[src/rtl/jpu_pkg.sv]
// Shared definitions for the JPU operand sequencer: opcode constants,
// instruction field positions, sequencer state encoding and the decoded
// instruction record passed from the decoder to the sequencer.
package jpu_pkg;

  localparam logic [3:0] OPC_NOP    = 4'h0;
  localparam logic [3:0] OPC_LOADI  = 4'h1;
  localparam logic [3:0] OPC_ALU_LO = 4'h2;
  localparam logic [3:0] OPC_ALU_HI = 4'h7;

  localparam int OPC_MSB = 15;
  localparam int OPC_LSB = 12;
  localparam int RD_MSB  = 11;
  localparam int RD_LSB  = 9;
  localparam int RS_MSB  = 8;
  localparam int RS_LSB  = 6;
  localparam int RT_MSB  = 5;
  localparam int RT_LSB  = 3;
  localparam int IMM_MSB = 7;
  localparam int IMM_LSB = 0;

  typedef enum logic [2:0] {
    ST_IDLE    = 3'd0,
    ST_READ_A  = 3'd1,
    ST_READ_B  = 3'd2,
    ST_CAP_B   = 3'd3,
    ST_ALU_REQ = 3'd4,
    ST_WRITE   = 3'd5
  } state_t;

  typedef struct packed {
    logic       is_nop;
    logic       is_loadi;
    logic       is_alu;
    logic       is_illegal;
    logic [2:0] rd;
    logic [2:0] rs;
    logic [2:0] rt;
    logic [7:0] imm8;
    logic [2:0] alu_op;
  } dec_t;

endpackage

[src/rtl/jpu_instr_decode.sv]
// Purpose: split a 16-bit instruction word into class flags and fields.
// Latency: purely combinational, zero cycles.
// Backpressure: none; the caller decides when the decoded word is used.
// Ports: i_instr (raw instruction word), o_dec (decoded record, dec_t).
module jpu_instr_decode
  import jpu_pkg::*;
(
  input  logic [15:0] i_instr,
  output dec_t        o_dec
);

  logic [3:0] w_opc;

  always_comb begin
    w_opc            = i_instr[OPC_MSB:OPC_LSB];
    o_dec            = '0;
    o_dec.is_nop     = (w_opc == OPC_NOP);
    o_dec.is_loadi   = (w_opc == OPC_LOADI);
    o_dec.is_alu     = (w_opc >= OPC_ALU_LO) && (w_opc <= OPC_ALU_HI);
    o_dec.is_illegal = !(o_dec.is_nop || o_dec.is_loadi || o_dec.is_alu);
    o_dec.rd         = i_instr[RD_MSB:RD_LSB];
    o_dec.rs         = i_instr[RS_MSB:RS_LSB];
    o_dec.rt         = i_instr[RT_MSB:RT_LSB];
    o_dec.imm8       = i_instr[IMM_MSB:IMM_LSB];
    o_dec.alu_op     = w_opc[2:0];
  end

endmodule

[src/rtl/jpu_operand_seq.sv]
// Purpose: sequence one instruction at a time through RF reads, ALU request and RF write-back.
// Latency: ALU op accepted at edge 0 writes in cycle 5 (ALU ready at once); LOADI writes in cycle 1; NOP retires at accept.
// Backpressure: instr_ready only in IDLE; ALU_REQ holds its request until alu_ready or the wait limit expires.
// Ports: instr_valid/instr_ready/instr (instruction in), rf_* (register file), alu_* (ALU handshake),
//        err (illegal opcode / ALU timeout pulse), retire_count (retired instructions).
module jpu_operand_seq
  import jpu_pkg::*;
#(
  parameter int unsigned TIMEOUT_CYCLES = 255
) (
  input  logic        clock,
  input  logic        reset_n,
  input  logic        instr_valid,
  output logic        instr_ready,
  input  logic [15:0] instr,
  output logic        rf_enable_read,
  output logic        rf_enable_write,
  output logic [2:0]  rf_addr,
  output logic [15:0] rf_wdata,
  input  logic [15:0] rf_rdata,
  output logic        alu_valid,
  output logic [2:0]  alu_op,
  output logic [15:0] alu_a,
  output logic [15:0] alu_b,
  input  logic        alu_ready,
  input  logic [15:0] alu_result,
  output logic        err,
  output logic [15:0] retire_count
);

  // Value of the wait counter during the last ALU_REQ cycle that is allowed.
  localparam logic [7:0] TO_LAST = 8'(TIMEOUT_CYCLES - 1);

  state_t      r_state;
  state_t      w_next;
  dec_t        w_dec;
  logic        w_accept;
  logic        w_timeout;
  logic        w_retire;
  // Keeps instr_ready low while reset is asserted and rises on the first edge after release.
  logic        r_rdy_en;
  logic        r_err;
  logic [2:0]  r_rd;
  logic [2:0]  r_rs;
  logic [2:0]  r_rt;
  logic [2:0]  r_alu_op;
  logic [15:0] r_op_a;
  logic [15:0] r_op_b;
  logic [15:0] r_result;
  logic [15:0] r_retire;
  logic [7:0]  r_wait;

  jpu_instr_decode u_decode (
    .i_instr (instr),
    .o_dec   (w_dec)
  );

  always_comb begin
    w_next    = r_state;
    w_accept  = (r_state == ST_IDLE) && r_rdy_en && instr_valid;
    w_timeout = (r_state == ST_ALU_REQ) && !alu_ready &&
                (TIMEOUT_CYCLES != 0) && (r_wait == TO_LAST);
    w_retire  = (w_accept && w_dec.is_nop) || (r_state == ST_WRITE);
    unique case (r_state)
      ST_IDLE: begin
        if (w_accept && w_dec.is_loadi) begin
          w_next = ST_WRITE;
        end else if (w_accept && w_dec.is_alu) begin
          w_next = ST_READ_A;
        end
      end
      ST_READ_A:  w_next = ST_READ_B;
      ST_READ_B:  w_next = ST_CAP_B;
      ST_CAP_B:   w_next = ST_ALU_REQ;
      ST_ALU_REQ: begin
        if (alu_ready) begin
          w_next = ST_WRITE;
        end else if (w_timeout) begin
          w_next = ST_IDLE;
        end
      end
      ST_WRITE:   w_next = ST_IDLE;
      default:    w_next = ST_IDLE;
    endcase
  end

  always_ff @(posedge clock or negedge reset_n) begin
    if (!reset_n) begin
      r_state  <= ST_IDLE;
      r_rdy_en <= 1'b0;
      r_err    <= 1'b0;
      r_rd     <= '0;
      r_rs     <= '0;
      r_rt     <= '0;
      r_alu_op <= '0;
      r_op_a   <= '0;
      r_op_b   <= '0;
      r_result <= '0;
      r_retire <= '0;
      r_wait   <= '0;
    end else begin
      r_state  <= w_next;
      r_rdy_en <= 1'b1;
      r_err    <= (w_accept && w_dec.is_illegal) || w_timeout;
      if (w_accept) begin
        r_rd     <= w_dec.rd;
        r_rs     <= w_dec.rs;
        r_rt     <= w_dec.rt;
        r_alu_op <= w_dec.alu_op;
        if (w_dec.is_loadi) begin
          r_result <= {8'h00, w_dec.imm8};
        end
      end
      // Read data lags its strobe by one cycle: rs data arrives in READ_B, rt data in CAP_B.
      if (r_state == ST_READ_B) begin
        r_op_a <= rf_rdata;
      end
      if (r_state == ST_CAP_B) begin
        r_op_b <= rf_rdata;
        r_wait <= '0;
      end
      if (r_state == ST_ALU_REQ) begin
        r_wait <= r_wait + 8'd1;
        if (alu_ready) begin
          r_result <= alu_result;
        end
      end
      if (w_retire) begin
        r_retire <= r_retire + 16'd1;
      end
    end
  end

  // Outputs come only from registered state and fields; idle buses are forced to zero.
  always_comb begin
    instr_ready     = (r_state == ST_IDLE) && r_rdy_en;
    rf_enable_read  = (r_state == ST_READ_A) || (r_state == ST_READ_B);
    rf_enable_write = (r_state == ST_WRITE);
    rf_addr         = '0;
    rf_wdata        = '0;
    alu_valid       = (r_state == ST_ALU_REQ);
    alu_op          = '0;
    alu_a           = '0;
    alu_b           = '0;
    unique case (r_state)
      ST_READ_A:  rf_addr = r_rs;
      ST_READ_B:  rf_addr = r_rt;
      ST_WRITE: begin
        rf_addr  = r_rd;
        rf_wdata = r_result;
      end
      ST_ALU_REQ: begin
        alu_op = r_alu_op;
        alu_a  = r_op_a;
        alu_b  = r_op_b;
      end
      default: ;
    endcase
    err          = r_err;
    retire_count = r_retire;
  end

endmodule

[config.mk]
export PLATFORM = sky130hd
export DESIGN_NAME = jpu_operand_seq
export DESIGN_NICKNAME = d
export VERILOG_FILES = /design/src/rtl/jpu_pkg.sv /design/src/rtl/jpu_instr_decode.sv /design/src/rtl/jpu_operand_seq.sv
export SDC_FILE = /design/constraint.sdc
export NUM_CORES = 1
export LEC_CHECK = 0
export ABC_AREA = 1
export ABC_CLOCK_PERIOD_IN_PS = 1500
export CAP_MARGIN = 20
export CORE_UTILIZATION = 35
export CTS_BUF_LIST = sky130_fd_sc_hd__clkbuf_2 sky130_fd_sc_hd__clkbuf_4 sky130_fd_sc_hd__clkbuf_8
export DETAILED_ROUTE_END_ITERATION = 8
export GPL_ROUTABILITY_DRIVEN = 0
export GPL_TIMING_DRIVEN = 0
export PLACE_DENSITY_LB_ADDON = 0.15
export SYNTH_ARGS = -nofsm -noshare
export SYNTH_HDL_FRONTEND = slang
export SYNTH_SLANG_ARGS = --single-unit
export TNS_END_PERCENT = 30
[constraint.sdc]
create_clock -name clock -period 1.5 [get_ports clock]
set_input_delay 0.45 -clock clock [delete_from_list [all_inputs] [get_ports clock]]
set_output_delay 0.45 -clock clock [all_outputs]
set_load 0.005 [all_outputs]
# After elaboration in Yosys (flattened, before gate mapping)
# Index checks and enable logic that the tools add are counted.
# word_totals
reg_bits	89
latchBits	0
ramBits	0
romBits	0
output_inout_bits	75
n_memories	0
# op_classes
add_sub_neg	2
mul	0
n_div	0
order_cmp	2
eq_ne	9
shift	0
mux	16
bitwise_logic	0
reduce_logical	20
# ops
op	n
2-to-1 mux 16 bit	7
adder 16 x 1 -> 16 bit, second input constant	1
2-to-1 mux 8 bit	2
2-to-1 mux 3 bit	5
case mux 3 bit (5 select lines)	1
logical AND 1 bit	9
case mux 3 bit (3 select lines)	1
adder 8 x 1 -> 8 bit, second input constant	1
== test 8 bit, second input constant	1
== test 3 x 2 -> 1 bit, second input constant	2
== test 3 bit, second input constant	2
inequality test 3 x 1 -> 1 bit, second input constant	2
logical OR 1 bit	5
== test 4 x 1 -> 1 bit, second input constant	1
greater-or-equal comparator 4 x 2 -> 1 bit, second input constant	1
<= comparator 4 x 3 -> 1 bit, second input constant	1
logical NOT 4 bit	1
== test 3 x 1 -> 1 bit, second input constant	1
logical NOT 3 bit	1
logical NOT 1 bit	2
AND reduction 2 bit	1
nonzero test 2 bit	1

# Logic depth before layout (Yosys ltp)
# depth
ltp_word	7
depth_mapped	9
depth_no_buf	8

# Cells and area by module
# From an unflattened synthesis, not the netlist that was laid out.
# unflattened
hier_cells	656
hier_area_um2	4762.1
# modules_own_cells
mod	n_inst	cells_each	area_each_um2
jpu_operand_seq	1	624	4560.6
jpu_instr_decode	1	32	201.4

# Worst setup path after synthesis
# No wires, ideal clock.
# synth_timing
path_kind	register to output
from	register r_state[2]
to	output port rf_wdata[10]
arrival_ns	1.081
setup_slack_ns	-0.031
path_stages_with_launch	5
cell_sequence	dfrtp_1 > buf_2 > nand3_1 > clkbuf_1 > nor2_1
# synth_via
elab_chain_cells	2
# synth_lines
item	line_no	rtl
from (decl)	jpu_operand_seq.sv:34	state_t r_state;
from (signal assigned)	jpu_operand_seq.sv:102	r_state <= w_next;
== test 3 bit	jpu_operand_seq.sv:145	unique case (r_state)
2-to-1 mux 16 bit	jpu_operand_seq.sv:145	
to (decl)	jpu_operand_seq.sv:19	output logic [15:0] rf_wdata,
# No other way between the ends.

# Worst setup path after layout
# layout_timing
from	register r_state[0]
to	output port alu_a[11]
# layout_via
elab_chain_cells	2
# layout_lines
item	line_no	rtl
== test 3 bit	jpu_operand_seq.sv:145	
2-to-1 mux 16 bit	jpu_operand_seq.sv:145	
to (decl)	jpu_operand_seq.sv:23	output logic [15:0] alu_a,
# No other way between the ends.

==> impl_metrics.prom <==
# TYPE chip_impl_metric gauge
chip_impl_info{name="worst_path_dominant_cell_family",value="flip-flops"} 1
chip_impl_metric{name="clock.fmax",unit="GHz"} 0.493
chip_impl_metric{name="grt_start_max_net_pins",unit=""} 68
chip_impl_info{name="status",value="finished with violations"} 1
chip_impl_metric{name="leakagePower",unit="nW"} 3.52
chip_impl_info{name="cts.root.buffer_cell",value="sky130_fd_sc_hd__clkbuf_8"} 1
chip_impl_metric{name="dp_cells",unit=""} 896
chip_impl_metric{name="arrival",unit="ns"} 1.58
chip_impl_metric{name="antenna_found_initial",unit=""} 0
chip_impl_metric{name="mappedNetlistArea",unit="µm²"} 4470
chip_impl_metric{name="numCtsBuffers",unit=""} 9
chip_impl_metric{name="drv_slew",unit=""} 0
chip_impl_metric{name="seq_power_share",unit=""} 0.369
chip_impl_metric{name="post_synth.cell_area_avg",unit="µm²"} 7.44
chip_impl_metric{name="power",unit="mW"} 10.3
chip_impl_metric{name="power.net_switching",unit="mW"} 3.93
chip_impl_metric{name="synthesis.nets",unit=""} 656
chip_impl_metric{name="via_count",unit=""} 4441
chip_impl_metric{name="setup_viol",unit=""} 121
chip_impl_metric{name="nFillCells",unit=""} 1131
chip_impl_metric{name="place_ws",unit="ns"} -0.792
chip_impl_metric{name="instances_no_fill",unit=""} 947
chip_impl_metric{name="cts_htree_levels",unit=""} 3
chip_impl_metric{name="final.period_utilization",unit=""} 1.35
chip_impl_metric{name="timing.critical_path.buf_inv",unit=""} 3
chip_impl_metric{name="power.share.clock",unit=""} 0.198
chip_impl_metric{name="die-height",unit="µm"} 115
chip_impl_info{name="yosys.area.top_type",value="sky130_fd_sc_hd__dfrtp_1"} 1
chip_impl_metric{name="ant_nets",unit=""} 0
chip_impl_metric{name="power.switching_fraction",unit=""} 0.380
chip_impl_metric{name="route.detailed.drc",unit=""} 0
chip_impl_info{name="worst_path_max_delay_cell",value="sky130_fd_sc_hd__dfrtp_2"} 1
chip_impl_metric{name="core",unit="µm²"} 12200
chip_impl_metric{name="critical_path.max_stage_delay",unit="ns"} 0.46
chip_impl_metric{name="power_density_relative_to_cell_area",unit="nW/µm²"} 1490
chip_impl_info{name="setup.worst_path.end_class",value="output pin"} 1
chip_impl_metric{name="sequential_cell_area",unit="µm²"} 2230
chip_impl_metric{name="synthDistinctLibCells",unit=""} 29
chip_impl_metric{name="rows",unit=""} 40
chip_impl_metric{name="place.port_buffers",unit=""} 126
chip_impl_metric{name="drive_gt1_frac",unit=""} 0.298
chip_impl_metric{name="ys_seq_elements",unit=""} 89
chip_impl_metric{name="synthToLayoutAreaGrowth",unit="%"} 54.9
chip_impl_info{name="min_path_type",value="register to register"} 1
chip_impl_metric{name="floorplan.die.width",unit="µm"} 115
chip_impl_info{name="violations_in_the_final_reports",value="negative setup slack"} 1
chip_impl_metric{name="design.portCount",unit=""} 127
chip_impl_metric{name="finClkSkew",unit="ns"} 0.00928
chip_impl_metric{name="clock_tree.buffer_depth",unit=""} 2
chip_impl_metric{name="yosysWarnings",unit=""} 0
chip_impl_metric{name="start_util",unit=""} 0.366
chip_impl_metric{name="setup_total_negative_slack",unit="ns"} -38.31
chip_impl_info{name="timing.setup.critical_path_class",value="register to output pin"} 1
chip_impl_metric{name="yosysTopAreaCellShare",unit=""} 0.498
chip_impl_metric{name="drt-vias-per-instance",unit=""} 4.69
chip_impl_metric{name="timing.critical_path.required",unit="ns"} 1.05
chip_impl_metric{name="count_of_nets_after_finishing",unit=""} 829
chip_impl_info{name="cts_tree",value="built"} 1
chip_impl_metric{name="final_hold_violation_count",unit=""} 0
chip_impl_metric{name="insertedDiodeCount",unit=""} 0
chip_impl_info{name="ordered_cell_list_for_the_critical_path",value="nor2_4 -> nand2_4 -> buf_6 -> clkbuf_16 -> nor2_4 -> buf_2"} 1
chip_impl_metric{name="power_frac_comb",unit=""} 0.433
chip_impl_metric{name="overflow_left_after_global_routing",unit=""} 0
chip_impl_metric{name="place.detailed.hpwl",unit="µm"} 8730
chip_impl_metric{name="number_of_global_route_vias_before_repair",unit=""} 4306
chip_impl_metric{name="cts.reportedPaths.clkPinSlew",unit="ns"} 0.09
chip_impl_metric{name="grt_pass1_wl",unit="µm"} 20900
chip_impl_info{name="element_type_at_the_critical_path_start",value="register"} 1
chip_impl_metric{name="post_layout_minimum_cycle_time",unit="ns"} 2.03
chip_impl_info{name="synth.area.top_cells",value="sky130_fd_sc_hd__dfrtp_1, sky130_fd_sc_hd__nand2_1, sky130_fd_sc_hd__inv_1"} 1
chip_impl_metric{name="peakVddDrop",unit="mV"} 0.642
chip_impl_metric{name="wl_per_cell",unit="µm"} 14.2
chip_impl_info{name="worst_path_most_repeated_cell",value="sky130_fd_sc_hd__nor2_4"} 1
chip_impl_metric{name="drt_first_pass_iters",unit=""} 4
chip_impl_metric{name="totalWireLength",unit="µm"} 13400
chip_impl_metric{name="p_int",unit="mW"} 6.40
chip_impl_metric{name="synthesized_instance_count",unit=""} 601
chip_impl_metric{name="clk_latency",unit="ns"} 0.38
chip_impl_metric{name="synth_sequential_area_ratio",unit=""} 0.498
chip_impl_metric{name="finish.utilization",unit=""} 0.567
chip_impl_metric{name="floorplan.die_area",unit="µm²"} 13200
chip_impl_metric{name="worst-path-max-fanout",unit=""} 5
chip_impl_metric{name="cts_sinks",unit=""} 89
chip_impl_metric{name="drt_iter0_markers",unit=""} 225
chip_impl_metric{name="multiInputGateArea",unit="µm²"} 2200
chip_impl_info{name="rsz0062_at_grt",value="yes"} 1
chip_impl_metric{name="grt_use_total",unit=""} 0.206
chip_impl_metric{name="max_cap_violations",unit=""} 0
chip_impl_metric{name="final_critical_path_setup_slack",unit="ns"} -0.526
[per-layer routing]
metal / part of all wire / vias up / track usage
met2: 0.51 / 101 / 0.348
met5: 0 / - / 0
met1: 0.42 / 2146 / 0.254
met4: 0.018 / 0 / 0.0892
li1: - / 2174 / -
met3: 0.049 / 20 / 0.0432
[cell usage in the layout, fill, tap and decap left out, drive strengths merged, types with 3 or more instances in the layout]
master	count
clkbuf	32
xor2	4
clkdlybuf4s15	4
o21ai	57
inv	101
buf	105
clkdlybuf4s50	50
nand4	5
nand2	179
clkinv	3
xnor2	7
ha	3
a21oi	4
bufinv	3
dfrtp	89
nor2	78
nand3	46
[worst reg2reg max path: stages (launching register included)]
cell	delay, ns
sky130_fd_sc_hd__dfrtp_2	0.46
sky130_fd_sc_hd__nor2_4	0.13
sky130_fd_sc_hd__buf_4	0.13
sky130_fd_sc_hd__buf_6	0.10
sky130_fd_sc_hd__nand3_4	0.07
sky130_fd_sc_hd__buf_6	0.14
sky130_fd_sc_hd__nor2_8	0.17
sky130_fd_sc_hd__nand3_4	0.18
sky130_fd_sc_hd__nand2_4	0.15
sky130_fd_sc_hd__buf_6	0.15
sky130_fd_sc_hd__nand2_1	0.06
sky130_fd_sc_hd__nand2_1	0.05
[per-stage QoR]
step,area (µm²),hold WS (ns)
finish,6930,0.486
global route,6930,0.510
CTS,6570,0.489
detailed placement,5970,0.380
global placement,5940,0.466
floorplan,4470,0.154
[cell usage after synthesis]
cell	number
sky130_fd_sc_hd__inv_2	3
sky130_fd_sc_hd__dfrtp_1	89
sky130_fd_sc_hd__nor4_1	2
sky130_fd_sc_hd__nand3_2	1
sky130_fd_sc_hd__nor2_1	75
sky130_fd_sc_hd__a22oi_1	1
sky130_fd_sc_hd__nor2_8	1
sky130_fd_sc_hd__nand4_2	1
sky130_fd_sc_hd__nand3_1	44
sky130_fd_sc_hd__nand3_4	1
sky130_fd_sc_hd__nand4_1	4
sky130_fd_sc_hd__clkbuf_1	12
sky130_fd_sc_hd__a21oi_1	4
sky130_fd_sc_hd__ha_1	3
sky130_fd_sc_hd__o21ai_0	57
sky130_fd_sc_hd__buf_2	7
sky130_fd_sc_hd__nand2_4	1
sky130_fd_sc_hd__nand2_1	177
sky130_fd_sc_hd__xor2_1	4
sky130_fd_sc_hd__buf_6	1
sky130_fd_sc_hd__nor2_2	1
sky130_fd_sc_hd__xnor2_1	7
sky130_fd_sc_hd__nand2_2	1
sky130_fd_sc_hd__inv_1	98
sky130_fd_sc_hd__buf_4	1
sky130_fd_sc_hd__o22ai_1	1
sky130_fd_sc_hd__nor3_1	2
sky130_fd_sc_hd__nor2_4	1
sky130_fd_sc_hd__conb_1	1
[state kept, by name, summed over array words and instances, names as in the netlist]
register	count
r_op_b	16
r_result	16
r_rs	3
r_rdy_en	1
r_op_a	16
r_wait	8
retire_count	16
r_state	3
r_rd	3
r_alu_op	3
r_rt	3
err	1
[cells by family (layout without fill, tap and decap cells)]
group                    after synthesis  count (layout)  share of synthesized area
other                                  1               1                   0.000839
adder cells (fa/ha/maj)                3               3                    0.00840
AND/OR/NAND/NOR                      312             312                      0.293
AO/OA/AOI/OAI                         63              63                     0.0714
XOR/XNOR                              11              11                     0.0215
buffers and inverters                122             300                      0.107
flip-flops                            89              89                      0.498
[layout make-up]
class / count / area share
flip-flops and latches: 89 / 0.323
multi-input cells: 390 / 0.318
repair buffers: 162 / 0.198
inverters: 101 / 0.0565
plain buffers: 21 / 0.0403
well taps: 168 / 0.0303
clock buffers: 10 / 0.0199
clock inverters: 6 / 0.0152
[repair_timing]
action,4_1_cts,5_1_grt
hold buffers,1,0
resized for setup,404,94
gates cloned,2,1
setup endpoints to repair,122,134
setup buffers,16,15
hold endpoints to repair,22,0
pin swaps,16,17
[final timing paths]
check	endpoint	cells after the start	slack, ns	from
setup reg to reg	retire_count[7]$_DFFE_PN0P_	11	-0.35	r_state[0]$_DFFE_PN0P_
hold reg to reg	r_rs[2]$_DFFE_PN0P_	2	0.49	r_rs[2]$_DFFE_PN0P_
setup / recovery	alu_a[11]	6	-0.53	r_state[0]$_DFFE_PN0P_
max in group asynchronous	r_state[1]$_DFFE_PN0P_	3	0.33	reset_n
hold / removal	r_rs[2]$_DFFE_PN0P_	2	0.49	r_rs[2]$_DFFE_PN0P_
min in group asynchronous	r_wait[1]$_DFFE_PN0P_	2	0.51	reset_n
[power groups by stage]
stage | Sequential (mW) | Combinational (mW) | Clock (mW)
floorplan | 3.70 | 1.82 | 0
global placement | 3.79 | 2.99 | 0
detailed placement | 3.82 | 3.09 | 0
CTS | 3.80 | 3.75 | 2.06
global route | 3.91 | 4.90 | 2.17
finish | 3.81 | 4.47 | 2.05
(Power assumes the default switching activity.)
